`src/rtl/csa_stream_accumulator.sv`:
```
// csa_stream_accumulator: carry-save stream accumulator with serial (or single-cycle with CSA_ACC_FAST_RESOLVE_EN) resolve
module csa_stream_accumulator #(
  parameter int W  = 4,
  parameter int AW = 8
) (
  input  logic          clk,
  input  logic          rst,
  input  logic          in_valid,
  output logic          in_ready,
  input  logic [W-1:0]  in_data,
  input  logic          in_last,
  output logic          out_valid,
  input  logic          out_ready,
  output logic [AW-1:0] out_sum,
  output logic          out_ovf,
  output logic [7:0]    out_count
);
  localparam logic [1:0] ACC = 2'd0, RESOLVE = 2'd1, DONE = 2'd2;
  logic [1:0]    state;
  logic [AW-1:0] s, c, res, x, maj;
  logic          ovf;
  logic [7:0]    count;
  assign in_ready  = state == ACC;
  assign out_valid = state == DONE;
  assign out_sum   = res;
  assign out_ovf   = ovf;
  assign out_count = count;
  assign x   = AW'(in_data);
  assign maj = (s & c) | (s & x) | (c & x);
`ifdef CSA_ACC_FAST_RESOLVE_EN
  logic [AW:0] full;
  assign full = {1'b0, s} + {1'b0, c};
`else
  localparam int CW = $clog2(AW);
  logic [CW-1:0] idx;
  logic          cy, rb, rc;
  // S and C shift right each cycle so bit 0 is always the bit being resolved
  assign rb = s[0] ^ c[0] ^ cy;
  assign rc = (s[0] & c[0]) | (s[0] & cy) | (c[0] & cy);
`endif
  always_ff @(posedge clk) begin
    if (rst || (state == DONE && out_ready)) begin
      state <= ACC;
      s     <= '0;
      c     <= '0;
      res   <= '0;
      ovf   <= 1'b0;
      count <= '0;
`ifndef CSA_ACC_FAST_RESOLVE_EN
      idx   <= '0;
      cy    <= 1'b0;
`endif
    end else if (state == ACC && in_valid) begin
      s     <= s ^ c ^ x;
      c     <= {maj[AW-2:0], 1'b0};
      ovf   <= ovf | maj[AW-1];
      count <= count + 8'(count != 8'hff);
      state <= in_last ? RESOLVE : ACC;
`ifndef CSA_ACC_FAST_RESOLVE_EN
      idx   <= '0;
      cy    <= 1'b0;
`endif
    end else if (state == RESOLVE) begin
`ifdef CSA_ACC_FAST_RESOLVE_EN
      res   <= full[AW-1:0];
      ovf   <= ovf | full[AW];
      state <= DONE;
`else
      s     <= {1'b0, s[AW-1:1]};
      c     <= {1'b0, c[AW-1:1]};
      res   <= {rb, res[AW-1:1]};
      cy    <= rc;
      idx   <= idx + CW'(1);
      if (idx == CW'(AW - 1)) begin
        ovf   <= ovf | rc;
        state <= DONE;
      end
`endif
    end
  end
endmodule

```
`config.mk`:
```
export PLATFORM = sky130hd
export DESIGN_NAME = csa_stream_accumulator
export DESIGN_NICKNAME = d
export VERILOG_FILES = /design/src/rtl/csa_stream_accumulator.sv
export SDC_FILE = /design/constraint.sdc
export NUM_CORES = 1
export LEC_CHECK = 0
export ABC_AREA = 1
export ABC_CLOCK_PERIOD_IN_PS = 5100
export CORE_ASPECT_RATIO = 0.8
export CORE_MARGIN = 10
export CORE_UTILIZATION = 57
export DETAILED_ROUTE_END_ITERATION = 8
export GPL_TIMING_DRIVEN = 0
export PLACE_DENSITY = 0.84
export RECOVER_POWER = 25
export SYNTH_ARGS = -nofsm -noshare
export SYNTH_HDL_FRONTEND = slang
export SYNTH_SLANG_ARGS = --single-unit
```
`constraint.sdc`:
```
create_clock -name clk -period 5.1 [get_ports clk]
set_input_delay 0.765 -clock clk [delete_from_list [all_inputs] [get_ports clk]]
set_output_delay 0.765 -clock clk [all_outputs]
set_load 0.03 [all_outputs]
```
==> results.sh, run 1 <==
export IMPL_status="finished, final reports clean"
export IMPL_grt_pass1_wl_mm=7.40
export IMPL_yosys_cell_count_top_type="nand2_1"
export IMPL_seqPwrFrac_pct=46.4
export IMPL_num_antenna_cells=0
export IMPL_ys_flop_type="dfxtp_1"
export IMPL_vias=1633
export IMPL_grt_overflow_total=0
export IMPL_synth_top_cell_area_share_pct=43.0
export IMPL_numPortBuffers=26
export IMPL_fin_crit_sh_pct=52.3
export IMPL_critPathKind="flop to output port"
export IMPL_h_tree_depth=2
export IMPL_cts_tree="built"
export IMPL_synthTopCellsByArea="dfxtp_1 43%, nand2_1 16%, fa_1 5.5%"
export IMPL_hold_depth=2
export IMPL_fmax_mhz=375
export IMPL_cts_hold_fix_buffers=0
export IMPL_fin_skew_ps=9.14
export IMPL_grt_max_degree=13
export IMPL_endpoint_kind="output port"
export IMPL_start_util_pct=59.3
export IMPL_finalHoldViolations=0
export IMPL_drtIter0Drc=92
export IMPL_drive_gt1_share_pct=9.81
export IMPL_syn_nets=253
export IMPL_rr_endpoint="out_count[2]"
export IMPL_leakagePower_nw=0.846
export IMPL_regToRegStartpoint="out_count[3]"
export IMPL_core_sq_mm=0.00306
export IMPL_power_density_mw_per_mm2=304
export IMPL_clock_power_share_pct=44.1
export IMPL_worst_pin_slew_ps=525
export IMPL_seq_area_sq_um=781
export IMPL_synth_area_leader_cell="dfxtp_1"
export IMPL_cts_resized=0
export IMPL_min_to="out_sum[0]"
export IMPL_async_flop_share_pct=0
export IMPL_io_pins=28
export IMPL_wl_mm=4.22
export IMPL_clock_sinks=39
export IMPL_synthDistinctLibCells=26
export IMPL_clk_pin_slew_worst_paths_ps=80
export IMPL_dieArea_sq_mm=0.00586
export IMPL_critPathMaxFanout=10
export IMPL_fp_row_count=18
export IMPL_routed_via_density=5.35
export IMPL_fin_crit_ps=2670
export IMPL_drv_slew=0
export IMPL_power_switching_uw=156
export IMPL_slew_headroom_pct=65.0
export IMPL_antenna_found_initial=0
export IMPL_clkLatencyLatePin_ps=300
export IMPL_dieHeight_um=70.5
export IMPL_root_buffer="clkbuf_8"
export IMPL_rrSetupSlack_ps=3250
export IMPL_syn2layout_area_growth_pct=24.3
export IMPL_synthCells=231
export IMPL_synth_area_sq_mm=0.00182
export IMPL_hp_start="out_sum[0]"
export IMPL_grt_usage_pct=14.8
export IMPL_r2r_cells=9
export IMPL_num_fill_cells=237
export IMPL_hpwl_mm=3.10
export IMPL_swShare_pct=22.6
export IMPL_detail_route_antenna_nets=0
export IMPL_hold_worst_slack_ps=480
export IMPL_tns_ps=0
export IMPL_drtPass1Iterations=4
export IMPL_final_nets=286
export IMPL_hp_class="flop to flop"
export IMPL_rsz0062_at_grt="false"
export IMPL_arrival_ps=1900
export IMPL_peakVddDrop_mv=0.314
export IMPL_synth_edf_count=0
export IMPL_ys_seq_area_share_pct=43.0
export IMPL_internal_power_uw=532
export IMPL_die_x_um=83.1
export IMPL_ys_ff_latch=39
export IMPL_required_ps=4340
export IMPL_yosys_warnings=0
export IMPL_cp_start_kind="flop"
export IMPL_cts_buffers=5
export IMPL_grt_pass1_vias=1629
export IMPL_p_comb_share_pct=9.5
export IMPL_gp_congestion=0.826
export IMPL_wl_per_cell_um=13.8
export IMPL_multi_input_area_sq_um=927
export IMPL_avgSynthCellArea_sq_um=7.86
export IMPL_clockBufferDepth=2
export IMPL_finalSetupViolCount=0
export IMPL_drc=0
export IMPL_yosys_top_cells_count="77 x nand2_1, 39 x dfxtp_1, 18 x nand3_1"
export IMPL_cts_setup_buffers=0
export IMPL_max_cap_violations=0
[cell type report]
class / count / area share, %
inverters: 12 / 2.05
well taps: 40 / 2.22
repair buffers: 26 / 11.5
clock buffers: 6 / 3.21
plain buffers: 10 / 2.71
flip-flops and latches: 39 / 34.6
clock inverters: 2 / 2.66
multi-input cells: 170 / 41.1
[worst max-delay path by stage]
stage,startpoint,to,slack (ps),depth (start not counted)
2_1_floorplan,out_count[3],out_count[2],3190,9
3_3_place_gp,state[0],in_ready,2760,3
3_5_place_dp,state[0],in_ready,2760,3
4_1_cts,state[0],in_ready,2430,3
5_1_grt,state[0],in_ready,2370,3
6_report,state[0],in_ready,2430,3
[state kept, by name (all words and copies together), names as in the netlist]
register	flops
c	8
out_count	8
out_sum	8
s	8
idx	3
state	2
cy	1
out_ovf	1
[power by group through the flow]
| stage | clock (mW) | sequential, mW | combinational (mW) |
|---|---|---|---|
| floorplan | 0 | 0.328 | 0.0402 |
| global placement | 0 | 0.326 | 0.0637 |
| detailed placement | 0 | 0.326 | 0.0651 |
| CTS | 0.308 | 0.319 | 0.0657 |
| global route | 0.319 | 0.320 | 0.0724 |
| finish | 0.303 | 0.319 | 0.0651 |
[critical path: stages, from the launching register on]
cell             delay, ps
dfxtp_1                400
nor2_4                 240
buf_2                  260
clkdlybuf4s50_1        710
[per-layer routing]
metal	track usage [%]	wire length (um)	vias up
met1	17.0	1850	739
met2	24.7	1990	62
met4	5.85	60	0
met5	0	0	-
li1	-	-	826
met3	4.87	321	6
[layout by cell type, fill, tap and decap left out, drive strengths merged]
cell            n
a21oi          20
a31oi          13
buf             7
bufinv          2
clkbuf          9
clkdlybuf4s50  25
clkinv          1
dfxtp          39
dlygate4sd3     1
fa              5
ha              8
inv            11
nand2          79
nand3          18
nand4           3
nor2           18
o21ai           3
or2             1
xor2            2
[cell families after synthesis]
family / Yosys count / synth area share [%]
and+or+nand+nor: 119 / 27.2
AOI/OAI and AO/OA: 36 / 11.8
adders and majority gates: 13 / 11.0
DFF: 39 / 43.0
buffers and inverters: 22 / 5.99
xor gates and xnor gates: 2 / 0.964
[metrics by stage]
step	utilization (%)	cells	setup WS (ps)	total power [mW]	cell area, sq um
final	73.7	305	2430	0.688	2260
after global routing	73.7	305	2370	0.712	2260
after CTS	73.8	305	2430	0.692	2260
after detailed placement	69.4	297	2760	0.391	2130
after global placement	69.4	297	2760	0.390	2130
after floorplan	-	231	3190	0.368	1820
No activity file was read; power rests on OpenSTA's default activity.
==> inputs of run 2 (changes only) <==
--- a/config.mk
+++ b/config.mk
@@ -6,13 +6,13 @@
 export NUM_CORES = 1
 export LEC_CHECK = 0
 export ABC_AREA = 1
-export ABC_CLOCK_PERIOD_IN_PS = 5100
+export ABC_CLOCK_PERIOD_IN_PS = 2700
 export CORE_ASPECT_RATIO = 0.8
 export CORE_MARGIN = 10
-export CORE_UTILIZATION = 57
+export CORE_UTILIZATION = 53
 export DETAILED_ROUTE_END_ITERATION = 8
 export GPL_TIMING_DRIVEN = 0
-export PLACE_DENSITY = 0.84
+export PLACE_DENSITY = 0.79
 export RECOVER_POWER = 25
 export SYNTH_ARGS = -nofsm -noshare
 export SYNTH_HDL_FRONTEND = slang
==> constraint.sdc (replaced) <==
create_clock -name clk -period 2.7 [get_ports clk]
set_input_delay 0.405 -clock clk [delete_from_list [all_inputs] [get_ports clk]]
set_output_delay 0.405 -clock clk [all_outputs]
set_load 0.03 [all_outputs]
==> results.sh, run 2 (synthesis gave the netlist of run 1 again) <==
export IMPL_mostFrequentLayoutCell="nand2_1"
export IMPL_final_nets=286
export IMPL_seq_area_sq_um=781
export IMPL_fmax_mhz=441
export IMPL_finalSetupViolCount=0
export IMPL_drtIter0Drc=128
export IMPL_cp_cell_sequence="nor2_4 -> buf_2 -> clkdlybuf4s50_1"
export IMPL_gp_congestion=0.822
export IMPL_clock_sinks=39
export IMPL_endpoint_kind="output port"
export IMPL_dieArea_sq_mm=0.00618
export IMPL_wl_per_cell_um=13.5
export IMPL_power_density_mw_per_mm2=494
export IMPL_grt_pass1_vias=1520
export IMPL_grt_usage_pct=13.6
export IMPL_clkLatencyLatePin_ps=290
export IMPL_syn2layout_area_growth_pct=20.9
export IMPL_antenna_found_initial=0
export IMPL_dieHeight_um=72.4
export IMPL_max_cap_violations=0
export IMPL_cts_buffers=5
export IMPL_peakVddDrop_mv=0.385
export IMPL_pre_cts_ws_ps=728
export IMPL_cts_hold_fix_buffers=0
export IMPL_fin_util_pct=68.7
export IMPL_leakagePower_nw=0.817
export IMPL_critPathKind="flop to output port"
export IMPL_num_antenna_cells=0
export IMPL_fin_crit_ps=2270
export IMPL_io_pins=28
export IMPL_cp_start_kind="flop"
export IMPL_numPortBuffers=26
export IMPL_h_tree_depth=2
export IMPL_grt_pass1_wl_mm=7.03
export IMPL_fin_skew_ps=7.72
export IMPL_cts_setup_buffers=0
export IMPL_cts_tree="built"
export IMPL_vias=1609
export IMPL_status="finished, final reports clean"
export IMPL_grt_max_degree=11
export IMPL_die_x_um=85.5
export IMPL_drc=0
export IMPL_slowest_stage="clkdlybuf4s50_1"
export IMPL_cts_resized=0
export IMPL_root_buffer="clkbuf_8"
export IMPL_multi_input_area_sq_um=925
export IMPL_core_sq_mm=0.00320
export IMPL_final_cell_mix="78 x nand2_1, 39 x dfxtp_1, 25 x clkdlybuf4s50_1"
export IMPL_num_fill_cells=290
export IMPL_max_stage_delay_ps=710
export IMPL_hpwl_mm=2.95
export IMPL_rsz0062_at_grt="false"
export IMPL_detail_route_antenna_nets=0
export IMPL_clockBufferDepth=2
export IMPL_finalHoldViolations=0
export IMPL_routed_via_density=5.31
export IMPL_hp_class="flop to flop"
export IMPL_drive_gt1_share_pct=8.75
export IMPL_drv_slew=0
export IMPL_clk_pin_slew_worst_paths_ps=70
export IMPL_slew_headroom_pct=65.7
export IMPL_required_ps=2300
export IMPL_fin_crit_sh_pct=84.0
export IMPL_fp_row_count=18
export IMPL_arrival_ps=1860
export IMPL_tns_ps=0
export IMPL_critPathMaxFanout=10
export IMPL_wl_mm=4.08
export IMPL_worst_pin_slew_ps=515
export IMPL_grt_overflow_total=0
export IMPL_layout_setup_ws_ps=431
export IMPL_drtPass1Iterations=4
export IMPL_start_util_pct=56.8
## run 2: changes by cell type in the layout (fill, tap and decap cells not counted)
cell / before / now
nand2_2: 2 / 1
bufinv_16: 2 / 0
nand2_1: 77 / 78
## run 2: metrics by stage
step	instance area (sq um)	std cells	power (mW)	hold WS, ps
5_1_grt	2200	303	1.13	496
3_3_place_gp	2130	297	0.738	455
4_1_cts	2200	303	1.09	482
2_1_floorplan	1820	231	0.695	444
3_5_place_dp	2130	297	0.739	472
6_report	2200	303	1.08	482
## run 2: path summary, 6_finish.rpt
check | from | to | slack (ps) | depth (start not counted)
worst min-delay path | out_sum[1] | out_sum[0] | 480 | 2
worst min register to register | out_sum[1] | out_sum[0] | 480 | 2
worst max register to register | out_count[3] | out_count[2] | 870 | 9
worst max-delay path | state[0] | in_ready | 430 | 3
## run 2: power by group
group / internal, mW / switching [mW] / leakage [nW]
Clock: 0.172 / 0.186 / 0.0371
Combinational: 0.0478 / 0.0754 / 0.465
Sequential: 0.588 / 0.0145 / 0.315
Total: 0.808 / 0.276 / 0.817
## run 2: layer usage
layer | part of all wire (%) | vias to the layer above | GRT usage (%)
met5 | 0 | - | 0
met1 | 49 | 741 | 17.6
met2 | 44 | 43 | 20.3
met4 | 0.98 | 0 | 3.83
li1 | - | 819 | -
met3 | 6.8 | 6 | 5.47
## run 2: critical path: cells and delay by family (launching register included)
kind / cells / cell delay, ps
buffers and inverters: 2 / 970
DFF: 1 / 390
and+or+nand+nor: 1 / 220
## run 2: layout make-up
cell class / instances / share of cell area (%)
Tap cell: 40 / 2.28
Inverter: 12 / 2.11
Multi-Input combinational cell: 170 / 42.1
Clock buffer: 6 / 3.30
Buffer: 10 / 2.79
Timing Repair Buffer: 26 / 11.9
Sequential cell: 39 / 35.6
==> inputs of run 3 (changes only) <==
--- a/config.mk
+++ b/config.mk
@@ -6,13 +6,13 @@
 export NUM_CORES = 1
 export LEC_CHECK = 0
 export ABC_AREA = 1
-export ABC_CLOCK_PERIOD_IN_PS = 2700
+export ABC_CLOCK_PERIOD_IN_PS = 1980
 export CORE_ASPECT_RATIO = 0.8
 export CORE_MARGIN = 10
-export CORE_UTILIZATION = 53
+export CORE_UTILIZATION = 48
 export DETAILED_ROUTE_END_ITERATION = 8
 export GPL_TIMING_DRIVEN = 0
-export PLACE_DENSITY = 0.79
+export PLACE_DENSITY = 0.75
 export RECOVER_POWER = 25
 export SYNTH_ARGS = -nofsm -noshare
 export SYNTH_HDL_FRONTEND = slang
==> constraint.sdc (replaced) <==
create_clock -name clk -period 1.98 [get_ports clk]
set_input_delay 0.297 -clock clk [delete_from_list [all_inputs] [get_ports clk]]
set_output_delay 0.297 -clock clk [all_outputs]
set_load 0.03 [all_outputs]
==> results.sh, run 3 (synthesis gave the netlist of run 1 again) <==
export IMPL_wl_mm=4.15
export IMPL_drtPass1Iterations=4
export IMPL_cp_start_kind="flop"
export IMPL_routed_via_density=5.29
export IMPL_fin_skew_ps=6.93
export IMPL_h_tree_depth=2
export IMPL_drtIter0Drc=89
export IMPL_startpoint="state[0]"
export IMPL_clk_pin_slew_worst_paths_ps=70
export IMPL_clkLatencyLatePin_ps=290
export IMPL_grt_max_degree=13
export IMPL_required_ps=1680
export IMPL_core_sq_mm=0.00354
export IMPL_min_to="c[2]"
export IMPL_numPortBuffers=26
export IMPL_num_antenna_cells=0
export IMPL_grt_overflow_total=0
export IMPL_syn2layout_area_growth_pct=23.6
export IMPL_regToRegStartpoint="out_count[3]"
export IMPL_rsz0062_at_grt="true"
export IMPL_p_comb_share_pct=9.9
export IMPL_cp_cell_sequence="nor2_4 -> buf_2 -> clkdlybuf4s15_1"
export IMPL_r2r_cells=9
export IMPL_vias=1623
export IMPL_endpoint_kind="output port"
export IMPL_wl_per_cell_um=13.5
export IMPL_hp_class="primary input to flop"
export IMPL_dp_cells=299
export IMPL_grt_pass1_wl_mm=7.12
export IMPL_leakagePower_nw=0.855
export IMPL_cts_hold_fix_buffers=0
export IMPL_swShare_pct=24.0
export IMPL_dieArea_sq_mm=0.00666
export IMPL_cts_setup_buffers=0
export IMPL_hold_depth=3
export IMPL_die_x_um=88.8
export IMPL_cts_tree="built"
export IMPL_power_switching_uw=402
export IMPL_worst_pin_slew_ps=576
export IMPL_rrSetupSlack_ps=190
export IMPL_arrival_ps=1580
export IMPL_clock_power_share_pct=41.1
export IMPL_fin_crit_sh_pct=94.8
export IMPL_fp_row_count=19
export IMPL_dieHeight_um=75.0
export IMPL_slew_headroom_pct=61.6
export IMPL_max_stage_delay_ps=400
export IMPL_antenna_found_initial=0
export IMPL_internal_power_mw=1.27
export IMPL_critPathMaxFanout=10
export IMPL_drv_slew=0
export IMPL_gp_congestion=0.742
export IMPL_peakVddDrop_mv=0.485
export IMPL_io_pins=28
export IMPL_slowest_stage="clkdlybuf4s15_1"
export IMPL_pre_cts_ws_ps=122
export IMPL_grt_usage_pct=13.6
export IMPL_root_buffer="clkbuf_8"
export IMPL_hp_start="in_valid"
export IMPL_fin_util_pct=63.4
export IMPL_final_cells=307
export IMPL_seqPwrFrac_pct=49.1
export IMPL_clock_sinks=39
export IMPL_critPathKind="flop to output port"
export IMPL_layout_setup_ws_ps=103
export IMPL_fmax_mhz=533
export IMPL_mostFrequentLayoutCell="nand2_1"
export IMPL_stdcell_area_sq_mm=0.00225
export IMPL_cts_buffers=5
export IMPL_finalSetupViolCount=0
export IMPL_grt_pass1_vias=1539
export IMPL_status="finished, final reports clean"
export IMPL_fin_crit_ps=1880
export IMPL_final_nets=286
export IMPL_drc=0
export IMPL_hpwl_mm=2.99
export IMPL_power_density_mw_per_mm2=746
export IMPL_num_fill_cells=310
export IMPL_place_area_sq_mm=0.00213
export IMPL_max_cap_violations=0
export IMPL_start_util_pct=51.3
export IMPL_finalHoldViolations=0
export IMPL_detail_route_antenna_nets=0
export IMPL_drive_gt1_share_pct=10.9
export IMPL_final_cell_mix="77 x nand2_1, 36 x dfxtp_1, 24 x clkdlybuf4s50_1"
export IMPL_clockBufferDepth=2
export IMPL_rr_endpoint="out_count[2]"
-- run 3: layout make-up --
| class | count | area [sq um] | area share [%] |
|---|---|---|---|
| inverter | 12 | 46.3 | 2.06 |
| clock buffer | 6 | 82.6 | 3.68 |
| sequential | 39 | 785 | 34.9 |
| multi-input combinational | 170 | 928 | 41.3 |
| timing repair buffer | 26 | 263 | 11.7 |
| clock inverter | 2 | 35.0 | 1.56 |
| buffer | 10 | 53.8 | 2.40 |
| tap | 42 | 52.6 | 2.34 |
-- run 3: through the flow --
stage	power, mW	hold slack (ps)	TNS, ps
final	1.67	397	0
after global routing	1.74	428	-6.20
after CTS	1.69	384	0
after detailed placement	1.01	461	0
after global placement	1.01	455	0
after floorplan	0.947	442	0
-- run 3: layer usage --
layer | wire length [um] | track usage [%] | vias to the layer above
li1 | - | - | 820
met1 | 1900 | 16.9 | 752
met2 | 1880 | 20.9 | 46
met3 | 298 | 3.99 | 5
met4 | 65 | 6.98 | 0
met5 | 0 | 0 | -
-- run 3: worst max-delay path, delay by kind of cell (launching register included) --
kind / cells / cell delay [ps]
flip-flops: 1 / 390
AND/OR/NAND/NOR: 1 / 240
buffers and inverters: 2 / 660
-- run 3: power by group through the flow --
| stage | Sequential, mW | Combinational (mW) | Clock (mW) |
|---|---|---|---|
| finish | 0.822 | 0.165 | 0.688 |
| CTS | 0.821 | 0.168 | 0.697 |
| global route | 0.824 | 0.186 | 0.728 |
| detailed placement | 0.839 | 0.167 | 0 |
| floorplan | 0.844 | 0.104 | 0 |
| global placement | 0.839 | 0.166 | 0 |
-- run 3: worst max path at each step --
stage,to,depth (start not counted)
3_3_place_gp,in_ready,3
6_report,in_ready,3
4_1_cts,out_valid,3
3_5_place_dp,in_ready,3
5_1_grt,out_count[4],11
2_1_floorplan,out_count[2],9
-- run 3: what timing repair did --
| item | 4_1_cts | 5_1_grt |
|---|---|---|
| resized for setup | 1 | 6 |
| setup endpoints to repair | 1 | 5 |
| pin swaps | 0 | 0 |
| gates cloned | 0 | 0 |
